**src/rtl/tern_sar_pkg.sv**
```systemverilog
// tern_sar_pkg: trit/DAC encodings and FSM states for the ternary SAR controller (PH_OVR with TERN_SAR_OVERRANGE_EN)
package tern_sar_pkg;
  localparam logic [1:0] TRIT_POS  = 2'b11;
  localparam logic [1:0] TRIT_ZERO = 2'b00;
  localparam logic [1:0] TRIT_NEG  = 2'b10;
  localparam logic [2:0] DAC_POS   = 3'b110;
  localparam logic [2:0] DAC_ZERO  = 3'b101;
  localparam logic [2:0] DAC_NEG   = 3'b000;
  typedef enum logic [2:0] {
    IDLE,
    PH_HI,
    PH_LO,
`ifdef TERN_SAR_OVERRANGE_EN
    PH_OVR,
`endif
    DONE
  } state_e;
endpackage

```
**src/rtl/tern_trit_dac_map.sv**
```systemverilog
// tern_trit_dac_map: 2-bit trit code to 3-bit DAC drive
module tern_trit_dac_map
  import tern_sar_pkg::*;
(
  input  logic [1:0] code_i,
  output logic [2:0] dac_o
);
  always_comb dac_o = code_i == TRIT_POS ? DAC_POS : code_i == TRIT_NEG ? DAC_NEG : DAC_ZERO;
endmodule

```
**src/rtl/tern_sar_ctrl.sv**
```systemverilog
// tern_sar_ctrl: balanced-ternary SAR controller, one trit per step MSB first
// Optional overrange check phase enabled by TERN_SAR_OVERRANGE_EN
module tern_sar_ctrl
  import tern_sar_pkg::*;
#(
  parameter int N_TRITS       = 6,
  parameter int SETTLE_CYCLES = 2,
  parameter int SYNC_STAGES   = 2
) (
  input  logic                   clk,
  input  logic                   rst,
  input  logic                   start,
  input  logic                   compr1,
  input  logic                   compr2,
  output logic                   busy,
  output logic                   done,
  output logic [2*N_TRITS-1:0]   result,
  output logic                   result_valid,
  output logic [3*N_TRITS-1:0]   tern_dac
`ifdef TERN_SAR_OVERRANGE_EN
  ,
  output logic                   overrange
`endif
);
  localparam int P  = SETTLE_CYCLES + SYNC_STAGES;
  localparam int IW = N_TRITS > 1 ? $clog2(N_TRITS) : 1;
  localparam int CW = $clog2(P);
  state_e state_q, state_d;
  logic [IW-1:0] idx_q, idx_d;
  logic [CW-1:0] cnt_q, cnt_d;
  logic [SYNC_STAGES-1:0] s1_q, s2_q;
  logic [2*N_TRITS-1:0] res_q, res_d, code_d;
  logic [3*N_TRITS-1:0] tern_dac_q, dac_d;
  logic busy_q, done_q, rv_q, rv_d, ovr_q, ovr_d, ld, dec, last, c1, c2;
  // Trial word: decided trits above idx, zero at idx, fill value below
  function automatic logic [2*N_TRITS-1:0] trial(input logic [2*N_TRITS-1:0] r, input int idx,
                                                 input logic [1:0] fill);
    logic [2*N_TRITS-1:0] t;
    for (int j = 0; j < N_TRITS; j++) t[2*j +: 2] = j > idx ? r[2*j +: 2] : j == idx ? TRIT_ZERO : fill;
    return t;
  endfunction
  for (genvar g = 0; g < N_TRITS; g++) begin : g_map
    tern_trit_dac_map u_map (.code_i(code_d[2*g +: 2]), .dac_o(dac_d[3*g +: 3]));
  end
  assign c1   = s1_q[SYNC_STAGES-1];
  assign c2   = s2_q[SYNC_STAGES-1];
  assign last = cnt_q == CW'(P - 1);
  always_comb begin
    state_d = state_q;
    idx_d   = idx_q;
    cnt_d   = cnt_q + CW'(1);
    res_d   = res_q;
    code_d  = '0;
    ld      = 1'b0;
    dec     = 1'b0;
    ovr_d   = ovr_q;
    case (state_q)
      IDLE: if (start) begin
        state_d = PH_HI;
        idx_d   = IW'(N_TRITS - 1);
        cnt_d   = '0;
        res_d   = '0;
        ld      = 1'b1;
        code_d  = trial('0, N_TRITS - 1, TRIT_POS);
        ovr_d   = 1'b0;
      end
      PH_HI: if (last) begin
        if (c1) begin
          res_d[2*idx_q +: 2] = TRIT_POS;
          dec = 1'b1;
        end else begin
          state_d = PH_LO;
          cnt_d   = '0;
          ld      = 1'b1;
          code_d  = trial(res_q, int'(idx_q), TRIT_NEG);
        end
      end
      PH_LO: if (last) begin
        res_d[2*idx_q +: 2] = c2 ? TRIT_NEG : TRIT_ZERO;
        dec = 1'b1;
      end
`ifdef TERN_SAR_OVERRANGE_EN
      PH_OVR: if (last) begin
        state_d = DONE;
        ovr_d   = res_q[1:0] == TRIT_POS ? c1 : c2;
      end
`endif
      DONE: state_d = IDLE;
      default: state_d = IDLE;
    endcase
    if (dec) begin
      cnt_d = '0;
      ld    = 1'b1;
      if (idx_q == '0) begin
        code_d = res_d;
`ifdef TERN_SAR_OVERRANGE_EN
        state_d = (res_d == {N_TRITS{TRIT_POS}} || res_d == {N_TRITS{TRIT_NEG}}) ? PH_OVR : DONE;
`else
        state_d = DONE;
`endif
      end else begin
        state_d = PH_HI;
        idx_d   = idx_q - IW'(1);
        code_d  = trial(res_d, int'(idx_q) - 1, TRIT_POS);
      end
    end
    rv_d = state_d == DONE ? 1'b1 : (state_q == IDLE && start) ? 1'b0 : rv_q;
  end
  always_ff @(posedge clk) begin
    if (rst) begin
      state_q    <= IDLE;
      idx_q      <= IW'(N_TRITS - 1);
      cnt_q      <= '0;
      s1_q       <= '0;
      s2_q       <= '0;
      res_q      <= '0;
      tern_dac_q <= {N_TRITS{DAC_ZERO}};
      busy_q     <= 1'b0;
      done_q     <= 1'b0;
      rv_q       <= 1'b0;
      ovr_q      <= 1'b0;
    end else begin
      state_q    <= state_d;
      idx_q      <= idx_d;
      cnt_q      <= cnt_d;
      s1_q       <= {s1_q[SYNC_STAGES-2:0], compr1};
      s2_q       <= {s2_q[SYNC_STAGES-2:0], compr2};
      res_q      <= res_d;
      tern_dac_q <= ld ? dac_d : tern_dac_q;
      busy_q     <= state_d != IDLE;
      done_q     <= state_d == DONE;
      rv_q       <= rv_d;
      ovr_q      <= ovr_d;
    end
  end
  assign busy         = busy_q;
  assign done         = done_q;
  assign result       = res_q;
  assign result_valid = rv_q;
  assign tern_dac     = tern_dac_q;
`ifdef TERN_SAR_OVERRANGE_EN
  assign overrange    = ovr_q;
`endif
endmodule

```
**config.mk**
```make
export PLATFORM = sky130hd
export DESIGN_NAME = tern_sar_ctrl
export DESIGN_NICKNAME = d
export VERILOG_FILES = /design/src/rtl/tern_sar_pkg.sv /design/src/rtl/tern_trit_dac_map.sv /design/src/rtl/tern_sar_ctrl.sv
export SDC_FILE = /design/constraint.sdc
export NUM_CORES = 1
export LEC_CHECK = 0
export CAP_MARGIN = 0
export CORE_MARGIN = 3
export CORE_UTILIZATION = 49
export DETAILED_ROUTE_END_ITERATION = 16
export PLACE_DENSITY = 0.79
export SYNTH_ARGS = -nofsm -noshare
export SYNTH_HDL_FRONTEND = slang
export SYNTH_SLANG_ARGS = --single-unit
```
**constraint.sdc**
```tcl
create_clock -name clk -period 2.65 [get_ports clk]
set_clock_uncertainty 0.1 [all_clocks]
set_input_delay 0.53 -clock clk [delete_from_list [all_inputs] [get_ports clk]]
set_output_delay 0.53 -clock clk [all_outputs]
set_load 0.05 [all_outputs]
```
* After elaboration in Yosys (flattened, before gate mapping)
Index checks and enable logic that the tools add are counted.
** Storage, ports and cells
- Output and inout port bits :: 33
- Bits of input ports :: 5
- Flip-flop bits (word level) :: 45
- Word-level logic and storage cells :: 136
** Cells by class
- Multiplexer cells :: 74
- $lt $le $gt $ge :: 11
- Reductions and logical operators :: 8
- Equal/unequal tests :: 26
- Add/sub/neg operators :: 4
- Shift operators :: 3
** Operators by type and width (count)
- $mux 12 :: 8
- $mux 3 :: 20
- $mux 2 :: 28
- $pmux 12 s3 :: 1
- $neg 4->34 :: 1
- $shift 2x34->12 const A :: 1
- $shiftx 2x34->12 :: 1
- $shiftx 2x34->12 const A :: 1
- $logic_not 32->1 :: 1
- $eq 2x2->1 const B :: 13
- $bwmux 12 :: 2
- $pmux 12 s2 :: 1
- $eq 3x3->1 const A :: 4
- $mux 10 :: 1
- $logic_not 3->1 :: 3
- $mux 1 :: 9
- $pmux 3 s3 :: 1
- $eq 3x4->1 const A :: 2
- $eq 4x4->1 const A :: 2
- $gt 3x4->1 const A :: 2
- $gt 4x4->1 const A :: 2
- $eq 3x2->1 const B :: 2
- $gt 2x3->1 const A :: 2
- $gt 3x3->1 const A :: 2
- other kinds (15) :: 16

* Longest topological paths before layout
Gate-level depths: netlist of the first run.
- Depth after elaboration :: 12
- Depth in mapped cells :: 12
- Depth with buffers taken out :: 9

* Hierarchy
From an unflattened synthesis of the first run, not the netlist that was laid out.
** Unflattened totals
- Cells, all modules :: 350
- Area, all modules :: 2788.9 um2
** By module, submodules not included
- tern_sar_ctrl :: area an instance 2691.3 um2, times used 1, seq. area each 900.9 um2, cells an instance 332
- tern_trit_dac_map :: area an instance 16.3 um2, times used 6, seq. area each 0.0 um2, cells an instance 3

* Worst setup path before layout of the first run
OpenSTA, ideal clock, no wires.
- Path kind :: flip-flop to flip-flop
- From :: register idx_q[0]
- To :: register tern_dac_q[8], in the netlist tern_dac[8]
- Library setup time :: 67 ps
- Required time :: 2483 ps
- Arrival time :: 2636 ps
- Buffers on the path :: 3
- Period minus slack after synthesis :: 2803 ps
- Stages on the path, launching flop included :: 13
- Slack :: -153 ps
- Cells stage by stage :: dfxtp_1 buf_2 buf_2 inv_1 ha_1 ha_1 buf_2 nand2b_1 nor4_4 o211ai_1 a22o_1 o311ai_2 nand4b_1
** Between the ends
- Longest elaborated chain between the ends :: 12
- Elaborated cells between the ends (all ways) :: 29
- Those cells by class :: 2 x add/sub; 2 x order compare; 4 x eq/ne; 3 x shift; 17 x mux; 1 x reduce/logical
** RTL lines
- start: declaration :: line tern_sar_ctrl.sv:29 : logic [IW-1:0] idx_q, idx_d;
- start signal: assignment :: line tern_sar_ctrl.sv:112 : idx_q <= IW'(N_TRITS - 1);
- start signal: assignment :: line tern_sar_ctrl.sv:124 : idx_q <= idx_d;
- $neg 4->34 :: line tern_sar_ctrl.sv:69, tern_sar_ctrl.sv:79
- $shiftx 2x34->12 or $shift 2x34->12 (tied branches) :: line tern_sar_ctrl.sv:69, tern_sar_ctrl.sv:79
- $bwmux 12 :: line tern_sar_ctrl.sv:69 : res_d[2*idx_q +: 2] = TRIT_POS;
- $mux 12 :: line tern_sar_ctrl.sv:68 : if (c1) begin
- $mux 12 :: line tern_sar_ctrl.sv:67 : PH_HI: if (last) begin
- $pmux 12 s3 :: line tern_sar_ctrl.sv:57 : case (state_q)
- $mux 2 :: line tern_sar_ctrl.sv:39 : for (int j = 0; j < N_TRITS; j++) t[2*j +: 2] = j > idx ? r[2*j +: 2] : j == idx ? TRIT_ZERO : fill;
- $mux 12 :: line tern_sar_ctrl.sv:94 : if (idx_q == '0) begin
- $mux 12 * :: line tern_sar_ctrl.sv:91 : if (dec) begin
- $eq 2x2->1 :: line tern_trit_dac_map.sv:8 : always_comb dac_o = code_i == TRIT_POS ? DAC_POS : code_i == TRIT_NEG ? DAC_NEG : DAC_ZERO;
- $mux 3 :: line tern_trit_dac_map.sv:8
- $mux 3 * :: line tern_trit_dac_map.sv:8
- end signal: assignment :: line tern_sar_ctrl.sv:117 : tern_dac_q <= {N_TRITS{DAC_ZERO}};
- end signal: assignment :: line tern_sar_ctrl.sv:129 : tern_dac_q <= ld ? dac_d : tern_dac_q;
- end: declaration :: line tern_sar_ctrl.sv:33 : logic [3*N_TRITS-1:0] tern_dac_q, dac_d;
Every way passes the cells marked *; elsewhere a longest branch is shown, timed or not.
A chain may end at the register's enable or synchronous reset.

* Worst setup path after layout of the first run
- From :: register idx_q[1]
- To :: register tern_dac_q[5], in the netlist tern_dac[5]
Same word-level chain as after synthesis.

==> metrics.txt, run 1 <==
# TYPE chip_impl_metric gauge
chip_impl_metric{name="initial_core_util",unit=""} 0.525
chip_impl_metric{name="cellInternalPower",unit="mW"} 0.983
chip_impl_metric{name="p_clk_frac",unit=""} 0.325
chip_impl_metric{name="port_buffers",unit=""} 37
chip_impl_metric{name="first_iter_violations",unit=""} 161
chip_impl_info{name="launch_instance_of_the_worst_min_delay_path",value="cnt_q[0]"} 1
chip_impl_info{name="cts-root-buf",value="sky130_fd_sc_hd__clkbuf_8"} 1
chip_impl_info{name="rsz0062_at_grt",value="no"} 1
chip_impl_metric{name="clk-insertion-delay-late",unit="ns"} 0.30
chip_impl_metric{name="synth_nets",unit=""} 323
chip_impl_info{name="setup.worst_path.end_class",value="flop"} 1
chip_impl_metric{name="share_seq_of_total_power",unit=""} 0.526
chip_impl_metric{name="mappedNetlistArea",unit="mm²"} 0.00258
chip_impl_metric{name="hpwl_detailed",unit="µm"} 4950
chip_impl_metric{name="chipHeight",unit="µm"} 78.5
chip_impl_info{name="critical_path.reg2reg.startpoint",value="idx_q[1]"} 1
chip_impl_metric{name="syn-instance-count",unit=""} 307
chip_impl_metric{name="worst_ir_drop_on_vdd",unit="mV"} 0.243
chip_impl_metric{name="synth_largest_type_area_fraction",unit=""} 0.350
chip_impl_metric{name="max_cap_viol_count",unit=""} 0
chip_impl_metric{name="via_count_of_the_first_global_routing_pass",unit=""} 2316
chip_impl_info{name="setup.worst_path.class",value="flop to flop"} 1
chip_impl_metric{name="maxClockFrequency",unit="MHz"} 401
chip_impl_metric{name="crit_path_max_fanout",unit=""} 7
chip_impl_metric{name="ys_async_rst_share",unit=""} 0
chip_impl_metric{name="grt_overflow",unit=""} 0
chip_impl_info{name="cp-start-kind",value="flop"} 1
chip_impl_metric{name="synth_seq_cells",unit=""} 45
chip_impl_metric{name="r2r.worst_path.cells",unit=""} 9
chip_impl_metric{name="first_pass_iters",unit=""} 5
chip_impl_metric{name="floorplan.core_area",unit="mm²"} 0.00491
chip_impl_info{name="cpMostUsedCell",value="sky130_fd_sc_hd__ha_1"} 1
chip_impl_metric{name="core.rowCount",unit=""} 25
chip_impl_info{name="cts_tree",value="yes"} 1
chip_impl_info{name="synth_top_cells_by_area",value="sky130_fd_sc_hd__dfxtp_1 (35%), sky130_fd_sc_hd__ha_1 (5.3%), sky130_fd_sc_hd__a21oi_1 (4.9%)"} 1
chip_impl_metric{name="nets_finish",unit=""} 367
chip_impl_metric{name="via_per_inst",unit=""} 5.96
chip_impl_metric{name="floorplan.die_area",unit="mm²"} 0.00616
chip_impl_info{name="slowest_cp_cell",value="sky130_fd_sc_hd__or4b_1"} 1
chip_impl_metric{name="cts_htree_levels",unit=""} 2
chip_impl_metric{name="total_power",unit="mW"} 1.37
chip_impl_metric{name="finalCritPeriodShare",unit=""} 0.941
chip_impl_metric{name="routedWlPerCell",unit="µm"} 16.6
chip_impl_metric{name="grtUsageTotal",unit=""} 0.229
chip_impl_metric{name="cts.clk_slew.worst_paths",unit="ns"} 0.08
chip_impl_metric{name="yosysWarnings",unit=""} 0
chip_impl_metric{name="power.combinational.fraction",unit=""} 0.149
chip_impl_metric{name="cpPeakStageDelay",unit="ns"} 0.52
chip_impl_info{name="min_delay_worst_endpoint",value="cnt_q[0]"} 1
chip_impl_metric{name="global_route_wire_length_before_repair",unit="µm"} 11200
chip_impl_metric{name="antenna_found_initial",unit=""} 0
chip_impl_metric{name="netSwitchingPower",unit="mW"} 0.383
chip_impl_metric{name="finalMaxSlewViolations",unit=""} 0
chip_impl_metric{name="min_period",unit="ns"} 2.49
chip_impl_metric{name="timing.final.setup_violations",unit=""} 0
chip_impl_metric{name="proportion_of_layout_cells_with_a_drive_suffix_above_1",unit=""} 0.140
chip_impl_metric{name="pin_count",unit=""} 38
chip_impl_metric{name="cp.arrival",unit="ns"} 2.58
chip_impl_metric{name="area_growth_syn_to_layout",unit="%"} 24.5
chip_impl_metric{name="final_antenna_net_count",unit=""} 0
chip_impl_metric{name="swShare",unit=""} 0.280
chip_impl_metric{name="crit_required",unit="ns"} 2.73
chip_impl_metric{name="cts-buffers-inserted",unit=""} 5
chip_impl_info{name="yosys_most_used_dff",value="sky130_fd_sc_hd__dfxtp_1"} 1
chip_impl_metric{name="power.leakage",unit="nW"} 1.25
chip_impl_metric{name="hold_viol_final",unit=""} 0
chip_impl_metric{name="slew_headroom",unit=""} 0.588
chip_impl_metric{name="synth_edf_count",unit=""} 0
chip_impl_metric{name="clockBufferDepth",unit=""} 2
chip_impl_info{name="hold_path.class",value="flop to flop"} 1
chip_impl_metric{name="routed_wire_length",unit="µm"} 6930
chip_impl_metric{name="fp.dieW",unit="µm"} 78.5
chip_impl_metric{name="syn_area_per_cell",unit="µm²"} 8.39
chip_impl_info{name="crit_path_cell_trace",value="inv_1 > buf_4 > ha_1 > ha_1 > or4b_1 > nand2_1 > a21oi_1 > a311oi_2 > nand3b_1"} 1
chip_impl_metric{name="worstMarginPinSlew",unit="ns"} 0.611
chip_impl_info{name="outcome",value="complete, no violations"} 1
chip_impl_metric{name="setup.reg_to_reg.worst_slack",unit="ns"} 0.16
chip_impl_metric{name="cell_area_power_density",unit="mW/mm²"} 426
chip_impl_metric{name="seq_area_frac_synth",unit=""} 0.350
chip_impl_metric{name="diode_insertion_count_for_antenna_repair",unit=""} 0
chip_impl_metric{name="gp_routability_congestion",unit=""} 0.913
chip_impl_metric{name="drc",unit=""} 0
chip_impl_info{name="synth_top_cell_by_area",value="sky130_fd_sc_hd__dfxtp_1"} 1
chip_impl_metric{name="grt_max_degree",unit=""} 22
chip_impl_metric{name="num_vias",unit=""} 2492
chip_impl_metric{name="tritoncts_num_sinks",unit=""} 45
chip_impl_metric{name="post_cts.repair.setup_buffers",unit=""} 0
chip_impl_metric{name="final.hold.worst_slack",unit="ns"} 0.334
chip_impl_metric{name="yosys.cell_types.count",unit=""} 67
chip_impl_info{name="end_of_the_worst_register_to_register_path",value="tern_dac[5]"} 1
chip_impl_metric{name="min_path_cells",unit=""} 1
-- worst max-delay path: cells and delay by family (launching register included) --
family                     cells  cell delay (ns)
AOI/OAI and AO/OA              2             0.35
adders and majority gates      2             0.67
buffers and inverters          2             0.21
DFF                            1             0.33
and+or+nand+nor                3             0.71
-- stage by stage --
stage | instance area, µm² | worst slack, ns | utilization | TNS (ns) | cells
3_3_place_gp | 3090 | 0.0168 | 0.628 | 0 | 411
2_1_floorplan | 2600 | -0.000753 | - | -0.000753 | 307
6_report | 3210 | 0.156 | 0.653 | 0 | 418
3_5_place_dp | 3090 | 0.0333 | 0.628 | 0 | 411
5_1_grt | 3210 | 0.0231 | 0.653 | 0 | 418
4_1_cts | 3180 | 0.124 | 0.647 | 0 | 418
-- worst max path at each step --
stage	from	end	cells past startpoint
3_5_place_dp	start	tern_dac[2]	6
3_3_place_gp	start	tern_dac[2]	6
4_1_cts	idx_q[0]	tern_dac[5]	9
5_1_grt	idx_q[0]	tern_dac[5]	9
6_report	idx_q[1]	tern_dac[5]	9
2_1_floorplan	idx_q[0]	tern_dac[10]	11
-- layout make-up --
cell class	instances	area, µm²
fill	420	1700
multi-input combinational	233	1570
sequential	45	901
timing repair buffer	55	518
tap	67	83.8
clock buffer	6	82.6
inverter	11	41.3
clock inverter	1	7.51
-- flip-flops by register name, summed over array words and instances (netlist names), 2 cells and up --
register and cells:
s2_q 2, tern_dac 18, cnt_q 2, result 12
idx_q 3, state_q 3, s1_q 2
-- cell usage in the layout, fill, tap and decap left out, drive strengths merged, types with 3 or more instances in the layout --
| cell type | instances |
|---|---|
| dfxtp | 45 |
| clkdlybuf4s50 | 37 |
| nand2 | 30 |
| a21oi | 26 |
| nor2 | 25 |
| buf | 18 |
| o21ai | 15 |
| nor2b | 13 |
| inv | 11 |
| ha | 11 |
| nand2b | 9 |
| nand3 | 8 |
| nor3 | 8 |
| a21o | 7 |
| clkbuf | 6 |
| and2 | 5 |
| a31oi | 5 |
| a22oi | 4 |
| a41oi | 4 |
| a21boi | 4 |
| and3b | 3 |
| o21a | 3 |
| o211ai | 3 |
| and3 | 3 |
| nand4b | 3 |
| or2 | 3 |
| nor3b | 3 |
| o31ai | 3 |
| a211oi | 3 |
-- synth_stat cells (all sizes together), types with 5 or more instances --
cell	number
dfxtp	45
nor3	8
nand2	30
nor2b	13
nand3	8
a21oi	26
nand2b	9
a31oi	5
inv	11
clkbuf	5
a21o	7
o21ai	15
ha	11
nor2	25
buf	13
and2	5
-- power groups by stage --
stage	clock [mW]	combinational, mW	sequential (mW)
global placement	0	0.200	0.733
floorplan	0	0.0746	0.792
CTS	0.448	0.202	0.718
finish	0.444	0.203	0.718
global route	0.479	0.217	0.722
detailed placement	0	0.201	0.734
-- per-layer routing --
layer	vias up	routed length, µm	track usage	share of wire
li1	1191	-	-	-
met1	1168	3110	0.300	0.45
met2	116	3190	0.360	0.46
met3	17	431	0.0401	0.062
met4	0	199	0.117	0.029
met5	-	0	0	0
-- cells by family (layout without fill, tap and decap cells) --
| group | after synthesis | count (layout) | synth area share |
|---|---|---|---|
| and+or+nand+nor | 125 | 125 | 0.271 |
| AOI/OAI and AO/OA | 94 | 94 | 0.262 |
| DFF | 45 | 45 | 0.350 |
| buffers and inverters | 29 | 73 | 0.0559 |
| adders and majority gates | 11 | 11 | 0.0534 |
| other | 1 | 1 | 0.00146 |
| xor gates and xnor gates | 1 | 1 | 0.00340 |
| muxes | 1 | 1 | 0.00389 |
-- what timing repair did --
item / 4_1_cts / 5_1_grt
endpoints found under the setup margin: 0 / 13
hold buffers: 0 / 0
resized for setup: 0 / 8
No activity file was read; power rests on OpenSTA's default activity.
==> run 2: changes to the inputs <==
Settings changed: CORE_ASPECT_RATIO set to 1.1, GPL_TIMING_DRIVEN set to 1.
==> run 2 against run 1 <==
Combinational power is essentially flat; final cell count shrank 1.2%; hold slack improved by 0.0021 ns; critical path depth fell by 1; die area about the same; total power is 1.8% lower; largest cell class unchanged.
==> metrics.txt, run 2 (synthesized netlist as in run 1, its figures left out) <==
# TYPE chip_impl_metric gauge
chip_impl_metric{name="core.rowCount",unit=""} 27
chip_impl_metric{name="chipHeight",unit="µm"} 82.0
chip_impl_metric{name="grt_overflow",unit=""} 0
chip_impl_info{name="most-common-layout-cells",value="sky130_fd_sc_hd__dfxtp_1 (45), sky130_fd_sc_hd__clkdlybuf4s50_1 (37), sky130_fd_sc_hd__nand2_1 (30)"} 1
chip_impl_metric{name="initial_core_util",unit=""} 0.512
chip_impl_metric{name="worstMarginPinSlew",unit="ns"} 0.585
chip_impl_info{name="critical_path.reg2reg.startpoint",value="idx_q[0]"} 1
chip_impl_metric{name="nets_finish",unit=""} 370
chip_impl_metric{name="timing.setup.tns",unit="ns"} 0
chip_impl_metric{name="slew_headroom",unit=""} 0.607
chip_impl_metric{name="floorplan.die_area",unit="mm²"} 0.00616
chip_impl_metric{name="crit_required",unit="ns"} 2.79
chip_impl_metric{name="cts.clk_slew.worst_paths",unit="ns"} 0.09
chip_impl_metric{name="area_growth_syn_to_layout",unit="%"} 23.6
chip_impl_metric{name="grtUsageTotal",unit=""} 0.243
chip_impl_info{name="cp-start-kind",value="flop"} 1
chip_impl_info{name="min_delay_worst_endpoint",value="cnt_q[0]"} 1
chip_impl_metric{name="routedWlPerCell",unit="µm"} 17.1
chip_impl_metric{name="fp.dieW",unit="µm"} 75.1
chip_impl_metric{name="maxClockFrequency",unit="MHz"} 394
chip_impl_metric{name="drc",unit=""} 0
chip_impl_metric{name="power.leakage",unit="nW"} 1.26
chip_impl_metric{name="hold_viol_final",unit=""} 0
chip_impl_metric{name="crit_path_max_fanout",unit=""} 6
chip_impl_metric{name="clockBufferDepth",unit=""} 2
chip_impl_metric{name="cell_area_power_density",unit="mW/mm²"} 421
chip_impl_metric{name="cts_htree_levels",unit=""} 2
chip_impl_metric{name="max_cap_viol_count",unit=""} 0
chip_impl_info{name="outcome",value="complete, no violations"} 1
chip_impl_info{name="mostFrequentLayoutCell",value="sky130_fd_sc_hd__dfxtp_1"} 1
chip_impl_metric{name="routed_wire_length",unit="µm"} 7070
chip_impl_metric{name="pin_count",unit=""} 38
chip_impl_metric{name="multi_input_combinational_cell_area",unit="mm²"} 0.00156
chip_impl_info{name="busiest_layer",value="met2"} 1
chip_impl_metric{name="area.sequential",unit="µm²"} 901
chip_impl_metric{name="post_cts.repair.setup_buffers",unit=""} 0
chip_impl_info{name="hold_path.class",value="flop to flop"} 1
chip_impl_metric{name="stdcell_area",unit="mm²"} 0.00318
chip_impl_metric{name="port_buffers",unit=""} 37
chip_impl_metric{name="proportion_of_layout_cells_with_a_drive_suffix_above_1",unit=""} 0.141
chip_impl_metric{name="grt_max_degree",unit=""} 21
chip_impl_metric{name="utilization",unit=""} 0.633
chip_impl_metric{name="antenna_found_initial",unit=""} 0
chip_impl_metric{name="first_iter_violations",unit=""} 220
chip_impl_metric{name="tritoncts_num_sinks",unit=""} 45
chip_impl_metric{name="r2r.worst_path.cells",unit=""} 8
chip_impl_metric{name="fillerInstances",unit=""} 449
chip_impl_metric{name="cp.arrival",unit="ns"} 2.68
chip_impl_metric{name="finalCritPeriodShare",unit=""} 0.957
chip_impl_metric{name="max_reg_flops",unit=""} 18
chip_impl_metric{name="placed_cells_incl_taps",unit=""} 405
chip_impl_metric{name="finalMaxSlewViolations",unit=""} 0
chip_impl_metric{name="setup.reg_to_reg.worst_slack",unit="ns"} 0.11
chip_impl_metric{name="grt_use_met3",unit=""} 0.0428
chip_impl_metric{name="clk-insertion-delay-late",unit="ns"} 0.30
chip_impl_metric{name="final_antenna_net_count",unit=""} 0
chip_impl_metric{name="first_pass_iters",unit=""} 5
chip_impl_info{name="cts_tree",value="yes"} 1
chip_impl_metric{name="total_power",unit="mW"} 1.34
chip_impl_metric{name="global_route_wire_length_before_repair",unit="µm"} 11400
chip_impl_metric{name="via_per_inst",unit=""} 6.00
chip_impl_metric{name="layout.cells.non_filler",unit=""} 413
chip_impl_info{name="end_of_the_worst_register_to_register_path",value="tern_dac[10]"} 1
chip_impl_metric{name="min_path_cells",unit=""} 1
chip_impl_metric{name="floorplan.core_area",unit="mm²"} 0.00503
chip_impl_metric{name="grt.met1_usage",unit=""} 0.310
chip_impl_info{name="launch_instance_of_the_worst_min_delay_path",value="cnt_q[0]"} 1
chip_impl_metric{name="num_vias",unit=""} 2477
chip_impl_metric{name="cts.repair.resized",unit=""} 0
chip_impl_metric{name="min_period",unit="ns"} 2.54
chip_impl_metric{name="diode_insertion_count_for_antenna_repair",unit=""} 0
chip_impl_metric{name="timing.final.setup_violations",unit=""} 0
chip_impl_info{name="cts-root-buf",value="sky130_fd_sc_hd__clkbuf_8"} 1
chip_impl_metric{name="via_count_of_the_first_global_routing_pass",unit=""} 2397
chip_impl_metric{name="worst_ir_drop_on_vdd",unit="mV"} 0.316
chip_impl_metric{name="globalRouteMet2Util",unit=""} 0.406
chip_impl_metric{name="hpwl_detailed",unit="µm"} 5280
chip_impl_metric{name="cts-buffers-inserted",unit=""} 5
chip_impl_metric{name="dpl-instance-area",unit="mm²"} 0.00308
chip_impl_info{name="setup.worst_path.end_class",value="flop"} 1
chip_impl_info{name="setup.worst_path.class",value="flop to flop"} 1
chip_impl_metric{name="ctsHoldBuffers",unit=""} 0
chip_impl_metric{name="gp_routability_congestion",unit=""} 0.999
## run 2: critical path, cell delays in order, from the launching register on
cell and delay, ns:
sky130_fd_sc_hd__dfxtp_1 0.33, sky130_fd_sc_hd__inv_1 0.08, sky130_fd_sc_hd__ha_1 0.23, sky130_fd_sc_hd__ha_1 0.39
sky130_fd_sc_hd__nor3_2 0.39, sky130_fd_sc_hd__nor2_1 0.12, sky130_fd_sc_hd__a32o_1 0.29, sky130_fd_sc_hd__a211oi_1 0.34
sky130_fd_sc_hd__a21boi_1 0.20
## run 2: how the worst max path moves through the flow
stage | endpoint | cells after the start | startpoint | slack [ns]
global route | tern_dac[14] | 9 | idx_q[0] | -0.009
global placement | tern_dac[2] | 6 | start | 0.08
finish | tern_dac[10] | 8 | idx_q[0] | 0.11
detailed placement | tern_dac[2] | 6 | start | 0.1
floorplan | tern_dac[10] | 11 | idx_q[0] | -0.0008
CTS | tern_dac[5] | 9 | idx_q[0] | 0.1
## run 2: area by class of cell
class	count	area share
Clock buffer	6	0.0228
Timing Repair Buffer	58	0.166
Tap cell	58	0.0228
Multi-Input combinational cell	233	0.490
Sequential cell	45	0.283
Clock inverter	2	0.00314
Inverter	11	0.0130
## run 2: stage by stage
| step | hold slack, ns | worst slack [ns] |
|---|---|---|
| after floorplan | 0.305 | -0.000753 |
| after global placement | 0.319 | 0.0830 |
| after detailed placement | 0.327 | 0.0975 |
| after CTS | 0.339 | 0.0958 |
| after global routing | 0.361 | -0.00911 |
| final | 0.336 | 0.114 |
## run 2: per-layer routing
metal / routed length [µm] / part of all wire
met1: 3060 / 0.43
met4: 182 / 0.026
met3: 435 / 0.062
met5: 0 / 0
met2: 3390 / 0.48
## run 2: power breakdown
group          switching, mW  internal, mW
clock                  0.233         0.183
sequential            0.0172         0.701
combinational          0.130        0.0760
